<file path="src/rtl/mips_pkg.sv">
// mips_pkg: shared loader state encoding and stream word geometry.
package mips_pkg;
    typedef enum logic [2:0] {LEN, DATA, CSUM, DONE, ERROR} loader_state_t;
    localparam int WORD_BYTES = 4;
endpackage

</file>
<file path="src/rtl/word_assembler.sv">
// word_assembler: packs a little-endian byte stream into 32-bit words.
module word_assembler
    import mips_pkg::*;
(
    input  logic        clk,
    input  logic        resetN,
    input  logic        byteEn,
    input  logic [7:0]  byteIn,
    output logic        wordValid,
    output logic [31:0] word
);
    localparam logic [1:0] LAST_LANE = 2'(WORD_BYTES - 1);
    logic [1:0]  lane_q, lane_d;
    logic [23:0] pack_q, pack_d;
    // Only three bytes are stored; the fourth is taken straight from the bus.
    always_comb begin
        lane_d    = byteEn ? lane_q + 2'd1 : lane_q;
        pack_d    = byteEn ? {byteIn, pack_q[23:8]} : pack_q;
        wordValid = byteEn && (lane_q == LAST_LANE);
        word      = {byteIn, pack_q};
    end
    always_ff @(posedge clk or negedge resetN) begin
        if (!resetN) begin
            lane_q <= 2'd0;
            pack_q <= 24'd0;
        end else begin
            lane_q <= lane_d;
            pack_q <= pack_d;
        end
    end
endmodule

</file>
<file path="src/rtl/inst_loader.sv">
// inst_loader: boot-time byte-stream loader for instruction memory; holds the CPU in reset until loaded.
// Define INST_LOADER_CHECKSUM_EN to require a trailing mod-2^32 sum word after the data.
module inst_loader
    import mips_pkg::*;
#(
    parameter int ADDR_WIDTH = 17
) (
    input  logic        clk,
    input  logic        resetN,
    input  logic        inValid,
    input  logic [7:0]  inData,
    output logic        inReady,
    output logic        memWe,
    output logic [31:0] memAddr,
    output logic [31:0] memData,
    output logic        cpuHold,
    output logic        done,
    output logic        error
);
    localparam int IW = ADDR_WIDTH + 1;
    localparam logic [32:0] CAP = 33'd1 << ADDR_WIDTH;
`ifdef INST_LOADER_CHECKSUM_EN
    localparam loader_state_t END_ST = CSUM;
    logic [31:0] sum_q, sum_d;
`else
    localparam loader_state_t END_ST = DONE;
`endif
    loader_state_t state_q, state_d;
    logic [IW-1:0] idx_q, idx_d, n_q, n_d;
    logic          in_ready_q, in_ready_d, mem_we_q, mem_we_d;
    logic [31:0]   mem_addr_q, mem_addr_d, mem_data_q, mem_data_d;
    logic          cpu_hold_q, cpu_hold_d, done_q, done_d, error_q, error_d;
    logic          accept, word_valid;
    logic [31:0]   word;
    assign accept = inValid && in_ready_q;
    word_assembler u_asm (
        .clk      (clk),
        .resetN   (resetN),
        .byteEn   (accept),
        .byteIn   (inData),
        .wordValid(word_valid),
        .word     (word)
    );
    always_ff @(posedge clk or negedge resetN) begin
        if (!resetN) state_q <= LEN;
        else         state_q <= state_d;
    end
    always_comb begin
        state_d = state_q;
        if (word_valid) begin
            case (state_q)
                LEN:  state_d = (word == 32'd0) ? END_ST : ({1'b0, word} > CAP) ? ERROR : DATA;
                DATA: state_d = (idx_q + IW'(1) == n_q) ? END_ST : DATA;
`ifdef INST_LOADER_CHECKSUM_EN
                CSUM: state_d = (word == sum_q) ? DONE : ERROR;
`endif
                default: state_d = state_q;
            endcase
        end
    end
    // Ready is derived from the next state so it never lags the FSM.
    always_comb begin
        n_d        = (state_q == LEN && word_valid) ? word[IW-1:0] : n_q;
        mem_we_d   = (state_q == DATA) && word_valid;
        idx_d      = mem_we_d ? idx_q + IW'(1) : idx_q;
        mem_addr_d = mem_we_d ? 32'(idx_q) << 2 : mem_addr_q;
        mem_data_d = mem_we_d ? word : mem_data_q;
        in_ready_d = state_d inside {LEN, DATA, CSUM};
        done_d     = state_d == DONE;
        error_d    = state_d == ERROR;
        cpu_hold_d = state_d != DONE;
`ifdef INST_LOADER_CHECKSUM_EN
        sum_d      = mem_we_d ? sum_q + word : sum_q;
`endif
    end
    always_ff @(posedge clk or negedge resetN) begin
        if (!resetN) begin
            idx_q      <= '0;
            n_q        <= '0;
            in_ready_q <= 1'b0;
            mem_we_q   <= 1'b0;
            mem_addr_q <= 32'd0;
            mem_data_q <= 32'd0;
            cpu_hold_q <= 1'b1;
            done_q     <= 1'b0;
            error_q    <= 1'b0;
`ifdef INST_LOADER_CHECKSUM_EN
            sum_q      <= 32'd0;
`endif
        end else begin
            idx_q      <= idx_d;
            n_q        <= n_d;
            in_ready_q <= in_ready_d;
            mem_we_q   <= mem_we_d;
            mem_addr_q <= mem_addr_d;
            mem_data_q <= mem_data_d;
            cpu_hold_q <= cpu_hold_d;
            done_q     <= done_d;
            error_q    <= error_d;
`ifdef INST_LOADER_CHECKSUM_EN
            sum_q      <= sum_d;
`endif
        end
    end
    assign inReady = in_ready_q;
    assign memWe   = mem_we_q;
    assign memAddr = mem_addr_q;
    assign memData = mem_data_q;
    assign cpuHold = cpu_hold_q;
    assign done    = done_q;
    assign error   = error_q;
endmodule
</file>
<file path="config.mk">
export PLATFORM = sky130hd
export DESIGN_NAME = inst_loader
export DESIGN_NICKNAME = d
export VERILOG_FILES = /design/src/rtl/mips_pkg.sv /design/src/rtl/word_assembler.sv /design/src/rtl/inst_loader.sv
export SDC_FILE = /design/constraint.sdc
export NUM_CORES = 1
export LEC_CHECK = 0
export ABC_AREA = 1
export ABC_CLOCK_PERIOD_IN_PS = 2000
export CORE_ASPECT_RATIO = 2
export CORE_MARGIN = 2
export CORE_UTILIZATION = 49
export DETAILED_ROUTE_END_ITERATION = 8
export GPL_ROUTABILITY_DRIVEN = 0
export GPL_TIMING_DRIVEN = 0
export HOLD_SLACK_MARGIN = 0.12
export PLACE_DENSITY_LB_ADDON = 0.08
export SLEW_MARGIN = 25
export SYNTH_ARGS = -nofsm -noshare
export SYNTH_HDL_FRONTEND = slang
export SYNTH_HIERARCHICAL = 1
export SYNTH_SLANG_ARGS = --single-unit
</file>
<file path="constraint.sdc">
create_clock -name clk -period 2 [get_ports clk]
set_clock_uncertainty 0.1 [all_clocks]
set_input_delay 0.6 -clock clk [delete_from_list [all_inputs] [get_ports clk]]
set_output_delay 0.6 -clock clk [all_outputs]
set_load 0.1 [all_outputs]
</file>
After elaboration in Yosys (flattened, before gate mapping)
Index checks and enable logic that the tools add are counted.
{"block": "totals", "inputBits": 11, "wordCells": 36, "regBits": 120, "output_inout_bits": 69}
{"block": "op_classes", "n_eq_ne": 8, "addsub": 2, "magnitude_cmp": 1, "n_reduce_logical": 8, "muxes": 5}
{"operator": "$gt 32x18->1 const B", "n": 1}
{"operator": "$logic_not 32->1", "n": 1}
{"operator": "$add 18x1->18 const B", "n": 1}
{"operator": "$eq 18x18->1", "n": 1}
{"operator": "$mux 3", "n": 3}
{"operator": "$eq 3x1->1 const B", "n": 2}
{"operator": "$eq 3x2->1 const B", "n": 2}
{"operator": "$logic_not 3->1", "n": 2}
{"operator": "$pmux 3 s2", "n": 1}
{"operator": "$logic_and 1x1->1", "n": 4}
{"operator": "$eq 3x3->1 const B", "n": 1}
{"operator": "$ne 3x2->1 const B", "n": 1}
{"operator": "$reduce_bool 3->1", "n": 1}
{"operator": "$add 2x1->2 const B", "n": 1}
{"operator": "$eq 2x2->1 const B", "n": 1}
{"operator": "$mux 2", "n": 1}

Longest topological paths before layout
{"block": "depth", "word_depth": 7, "ltp_mapped": 17, "mapped_depth_nobuf": 17}

Cells and area by module
Netlist, hierarchy kept.
{"mod": "inst_loader", "area_per_inst_um2": 4461.8, "seq_area_each_um2": 2353.5, "instances": 1, "cells_per_inst": 555}
{"mod": "word_assembler", "area_per_inst_um2": 1153.6, "seq_area_each_um2": 650.6, "instances": 1, "cells_per_inst": 122}

Worst setup path before layout
Ideal clock, no wire load.
{"block": "synth_path", "path_type": "reg2reg", "startpoint": "reg in_ready_q (netlist: inReady)", "endpoint": "reg mem_addr_q[4] (netlist: memAddr[4])", "t_arrival_ps": 2180, "stages_incl_launch_ff": 12, "required_ps": 1767, "n_path_buf": 4, "setup_ps": 133, "setup_slack_ps": -413, "synth_period_minus_slack_ps": 2413, "cell_sequence": "dfrtp_1 nand2_1 inv_1 buf_6 buf_6 nand2_1 inv_1 nand2_1 clkbuf_1 clkbuf_1 nand2_1 o21ai_0"}
{"block": "synth_via", "elab_chain_cells": 3}
{"item": "start: declaration", "line": "inst_loader.sv:30", "source": "logic in_ready_q, in_ready_d, mem_we_q, mem_we_d;"}
{"item": "start signal: assignment", "line": "inst_loader.sv:93", "source": "in_ready_q <= in_ready_d;"}
{"item": "$logic_and 1x1->1", "line": "inst_loader.sv:35", "source": "assign accept = inValid && in_ready_q;"}
{"item": "named net accept", "line": "inst_loader.sv:33", "source": "logic accept, word_valid;"}
{"item": "$logic_and 1x1->1", "line": "word_assembler.sv:19", "source": "wordValid = byteEn && (lane_q == LAST_LANE);"}
{"item": "named net word_valid", "line": "inst_loader.sv:33"}
{"item": "$logic_and 1x1->1", "line": "inst_loader.sv:64", "source": "mem_we_d = (state_q == DATA) && word_valid;"}
{"item": "end signal: assignment", "line": "inst_loader.sv:95", "source": "mem_addr_q <= mem_addr_d;"}
{"item": "end: declaration", "line": "inst_loader.sv:31", "source": "logic [31:0] mem_addr_q, mem_addr_d, mem_data_q, mem_data_d;"}
The timed path passes the listed nets, and every way through them passes these cells.
A chain may end at the register's enable or synchronous reset.

Worst setup path in the final report
{"block": "layout_path", "startpoint": "reg idx_q[8]", "endpoint": "reg done_q (netlist: done)"}
{"block": "layout_via", "elab_chain_cells": 6}
{"item": "start: declaration", "line": "inst_loader.sv:29", "source": "logic [IW-1:0] idx_q, idx_d, n_q, n_d;"}
{"item": "start signal: assignment", "line": "inst_loader.sv:91", "source": "idx_q <= idx_d;"}
{"item": "$add 18x1->18", "line": "inst_loader.sv:53", "source": "DATA: state_d = (idx_q + IW'(1) == n_q) ? END_ST : DATA;"}
{"item": "$eq 18x18->1", "line": "inst_loader.sv:53"}
{"item": "$mux 2", "line": "inst_loader.sv:53"}
{"item": "$pmux 3 s2", "line": "inst_loader.sv:51", "source": "case (state_q)"}
{"item": "$mux 3", "line": "inst_loader.sv:50", "source": "if (word_valid) begin"}
{"item": "named net state_d[1]", "line": "inst_loader.sv:28", "source": "loader_state_t state_q, state_d;"}
{"item": "$eq 3x2->1", "line": "inst_loader.sv:69", "source": "done_d = state_d == DONE;"}
{"item": "named net done_d", "line": "inst_loader.sv:32", "source": "logic cpu_hold_q, cpu_hold_d, done_q, done_d, error_q, error_d;"}
{"item": "end signal: assignment", "line": "inst_loader.sv:98", "source": "done_q <= done_d;"}
{"item": "end: declaration", "line": "inst_loader.sv:32"}
The timed path passes the listed nets, and every way through them passes these cells.

==> results.md <==
- Smallest setup slack after layout: -0.221 ns
- Total setup violations reported at the end of the flow: 5
- Detailed-route wire length: approximately 15000 um
- Start of the worst register-to-register path: idx_q[8]
- Hold Fails Final Rpt: 0
- Worst hold-check path type: reg2reg
- Most common flop cell mapped by yosys: sky130_fd_sc_hd__dfrtp_1
- Total DRC errors in the routed layout: 0
- Synth unique cells: 27
- Antenna violations before repair: 0
- Max-slew violation total from the final report: 0
- Actual transition at the worst max-transition pin: ~0.52 ns
- Sequential cell area fraction in the yosys report: 53.5%
- Pin count of the biggest net entering global routing: ~70
- Setup repair after global routing missed its margin: true
- Via count of the first global-routing pass: 5181
- Total of buffers placed on input and output ports: 65
- Share of async-settable or async-resettable flops after synthesis: 100%
- R2R depth: 16
- Die X: 79.7 um
- Clock network latency to the later pin of the worst-skew pair: approximately 0.4 ns
- DR pass1 iterations: 5
- Period minus WS final: approximately 2.2 ns
- Area of the core region: roughly 11000 sq um
- Critical-path maximum fanout: 5
- Crit path DAT: around 2.5 ns
- Die span in y: roughly 160 um
- Area of the multi-input gates: 2310 sq um
- Overall track demand over capacity in global routing: between 20% and 30%
- Total clock buffers created by CTS: 17
- Type of the setup path with the least slack: reg2reg
- Clock tree from TritonCTS: yes
- H-tree depth: 4
- Routed via count divided by cell count: approximately 5.1
- Net count, final: a little over 800
- Area of all sequential standard cells: 3010 sq um
- Synth-to-layout area growth: 32.3%
- Worst path required time: roughly 2.2 ns
- Mean instance size in the synthesized netlist: just over 8 sq um
- VDD IR-drop max: ~0.0006 V
- Status: finished with violations
- HP Start: memAddr[7]
- Initial core utilization: between 50% and 60%
- Maximum clock frequency: roughly 0.45 GHz
- Initial DRC Count: 227
- Number of inserted filler cells in the final layout: 950
- Worst Hold Path Cells: 2
- Count of placed standard cells including taps: between 800 and 900
- Critical path endpoint category: register
- Hold_ws: ~0.37 ns
- Total global routing overflow: 0
- First-pass GRT wire length: roughly 25000 um
- Top-level I/O count: 80
- Clock tree sinks: between 100 and 150
- Ant diodes: 0
- Wirelength per Cell: around 16 um
- Via count: 4875
- Slew margin rel.: between 60 and 70%
- Violations in the final reports: setup timing
- Static leakage: approximately 3.7 nW
- Area of the die: about 12000 sq um
- Number of violations of the max-capacitance limit: 0
- Endpoint of the lowest-slack register-to-register path: done
- Count of flip-flops with a built-in enable after synthesis: 0
- Post-layout instance count excluding filler cells: around 950
- Cell Area, Synth: ~5600 sq um
- Power density of the placed cells: around 810 nW/um^2
- Floorplan row count: 55
- Kind of start point of the critical path: register
- Terminating pin of the worst hold path: memAddr[7]
- Clock-pin slew on the worst setup and hold paths: roughly 0.06 ns
- Synthesized netlist cell count: ~680
- Buffer depth of the longest clock path: 2
- R2R setup slack: -0.22 ns
- Number of register bits inferred by synthesis: 120
- Synthesis warning total: 6
- Share of final-layout standard cells stronger than drive strength 1: between 20 and 30%
- Estimated wirelength of the detail-placed design: around 11000 um
- Final period util: 111%
- Root Driver: sky130_fd_sc_hd__clkbuf_16
- Worst Setup Slack post-DPL: -0.923 ns
- Antenna viol nets, final: 0
-- cells by family after synthesis --
logic type | after synthesis | synth area share [%]
simple gates | 368 | 28.9
flops | 120 | 53.5
buf+inv | 102 | 9.25
compound gates | 79 | 7.04
xor+xnor | 5 | 0.780
fa+ha+maj | 2 | 0.446
other cells | 1 | 0.0668
-- flip-flops by register name, indices dropped and copies added, names as in the netlist --
signal and cells:
cpuHold 1, done 1, error 1, idx_q 18, inReady 1, memAddr 18, memData 32, memWe 1
n_q 18, state_q 3, u_asm/lane_q 2, u_asm/pack_q 24
-- report_power, final --
group | leakage [nW] | internal, mW | switching (mW) | total (mW)
clock | 0.316 | 2.27 | 1.09 | 3.36
sequential | 1.62 | 2.43 | 0 | 2.43
combinational | 1.80 | 0.0540 | 0.177 | 0.231
total | 3.73 | 4.76 | 1.26 | 6.02
-- Yosys cell counts (2+ instances only) --
library cell	count	area, sq um
sky130_fd_sc_hd__buf_4	22	165
sky130_fd_sc_hd__buf_6	4	45.0
sky130_fd_sc_hd__clkbuf_1	17	63.8
sky130_fd_sc_hd__dfrtp_1	119	2980
sky130_fd_sc_hd__ha_1	2	25.0
sky130_fd_sc_hd__inv_1	55	206
sky130_fd_sc_hd__inv_2	2	7.51
sky130_fd_sc_hd__nand2_1	247	927
sky130_fd_sc_hd__nand2_2	28	175
sky130_fd_sc_hd__nand3_1	32	160
sky130_fd_sc_hd__nand3b_1	10	75.1
sky130_fd_sc_hd__nand4_1	12	75.1
sky130_fd_sc_hd__nor2_1	23	86.3
sky130_fd_sc_hd__nor2_2	4	25.0
sky130_fd_sc_hd__nor2_4	5	56.3
sky130_fd_sc_hd__nor3_1	3	15.0
sky130_fd_sc_hd__nor4_1	3	18.8
sky130_fd_sc_hd__o21ai_0	77	385
sky130_fd_sc_hd__xor2_1	4	35.0
-- layer usage --
metal | part of all wire [%] | wire length, um | GRT usage [%]
met1 | 34 | 5180 | 25.2
met2 | 57 | 8740 | 49.2
met3 | 3.5 | 545 | 4.81
met4 | 6.0 | 926 | 17.3
met5 | 0 | 0 | 0
-- worst max-delay path, cell delays in order (launching register included) --
cell	delay (ns)
sky130_fd_sc_hd__dfrtp_1	0.43
sky130_fd_sc_hd__nand2_1	0.20
sky130_fd_sc_hd__nor2_2	0.22
sky130_fd_sc_hd__nand2_1	0.17
sky130_fd_sc_hd__nor2_4	0.13
sky130_fd_sc_hd__nand2_2	0.06
sky130_fd_sc_hd__nand3_1	0.08
sky130_fd_sc_hd__nand2_1	0.06
sky130_fd_sc_hd__nor2_1	0.08
sky130_fd_sc_hd__nand2_1	0.08
sky130_fd_sc_hd__nor2_1	0.10
sky130_fd_sc_hd__nand2_1	0.06
sky130_fd_sc_hd__nand2_1	0.06
sky130_fd_sc_hd__nand2_1	0.07
sky130_fd_sc_hd__nand2_2	0.11
sky130_fd_sc_hd__nand2_2	0.06
sky130_fd_sc_hd__nor2_2	0.08
-- repair_timing --
action | CTS | global route
setup endpoints to repair | 149 | 110
cloned | 1 | 0
buffers inserted | 11 | 9
resized for setup | 316 | 61
hold buffers | 1 | 0
hold endpoints to repair | 52 | 0
pin swaps | 11 | 12
-- per-stage QoR --
stage	power [mW]	util, %	cell area [sq um]	TNS (ns)
after floorplan	2.62	-	5680	0
after global placement	2.70	58.0	6510	-600.69
after detailed placement	2.70	58.3	6540	-84.83
after CTS	6.06	64.9	7280	-2.05
after global routing	6.18	66.2	7430	-2.73
final	6.02	66.2	7430	-0.901
-- area by class of cell --
class,instances,share of cell area [%]
sequential,120,40.6
multi-input combinational,468,31.0
timing repair buffer,88,8.40
clock buffer,20,6.15
buffer,43,5.64
inverter,58,3.13
clock inverter,12,2.66
tap,142,2.39
-- cell usage in the layout, fill, tap and decap left out, types with 3 or more instances in the layout --
cell and n:
sky130_fd_sc_hd__bufinv_16 5, sky130_fd_sc_hd__clkbuf_16 18, sky130_fd_sc_hd__nor2_4 7, sky130_fd_sc_hd__buf_4 40, sky130_fd_sc_hd__o21ai_1 16, sky130_fd_sc_hd__nor2_2 9, sky130_fd_sc_hd__nand3_1 27, sky130_fd_sc_hd__nand2_1 239
sky130_fd_sc_hd__conb_1 14, sky130_fd_sc_hd__nor2_1 16, sky130_fd_sc_hd__xor2_1 3, sky130_fd_sc_hd__inv_1 53, sky130_fd_sc_hd__clkbuf_8 11, sky130_fd_sc_hd__dfrtp_1 113, sky130_fd_sc_hd__clkdlybuf4s50_1 9, sky130_fd_sc_hd__nand2_4 3
sky130_fd_sc_hd__nand4_1 12, sky130_fd_sc_hd__nand3b_1 10, sky130_fd_sc_hd__nand3_2 5, sky130_fd_sc_hd__o21ai_0 61, sky130_fd_sc_hd__dfrtp_2 5, sky130_fd_sc_hd__buf_2 52, sky130_fd_sc_hd__buf_6 6, sky130_fd_sc_hd__buf_12 3
sky130_fd_sc_hd__nand2_2 32, sky130_fd_sc_hd__clkinv_2 3
-- worst max-delay path by stage --
| stage | startpoint | to | slack, ns | cells after the start |
|---|---|---|---|---|
| after floorplan | inReady | memAddr[10] | 0.004 | 11 |
| after global placement | resetN | inReady | -5.14 | 1 |
| after detailed placement | inValid | idx_q[15] | -0.92 | 11 |
| after CTS | idx_q[0] | done | -0.26 | 15 |
| after global routing | idx_q[8] | done | -0.42 | 16 |
| final | idx_q[8] | done | -0.22 | 16 |
Note: power is estimated with default switching activity, not from simulation.
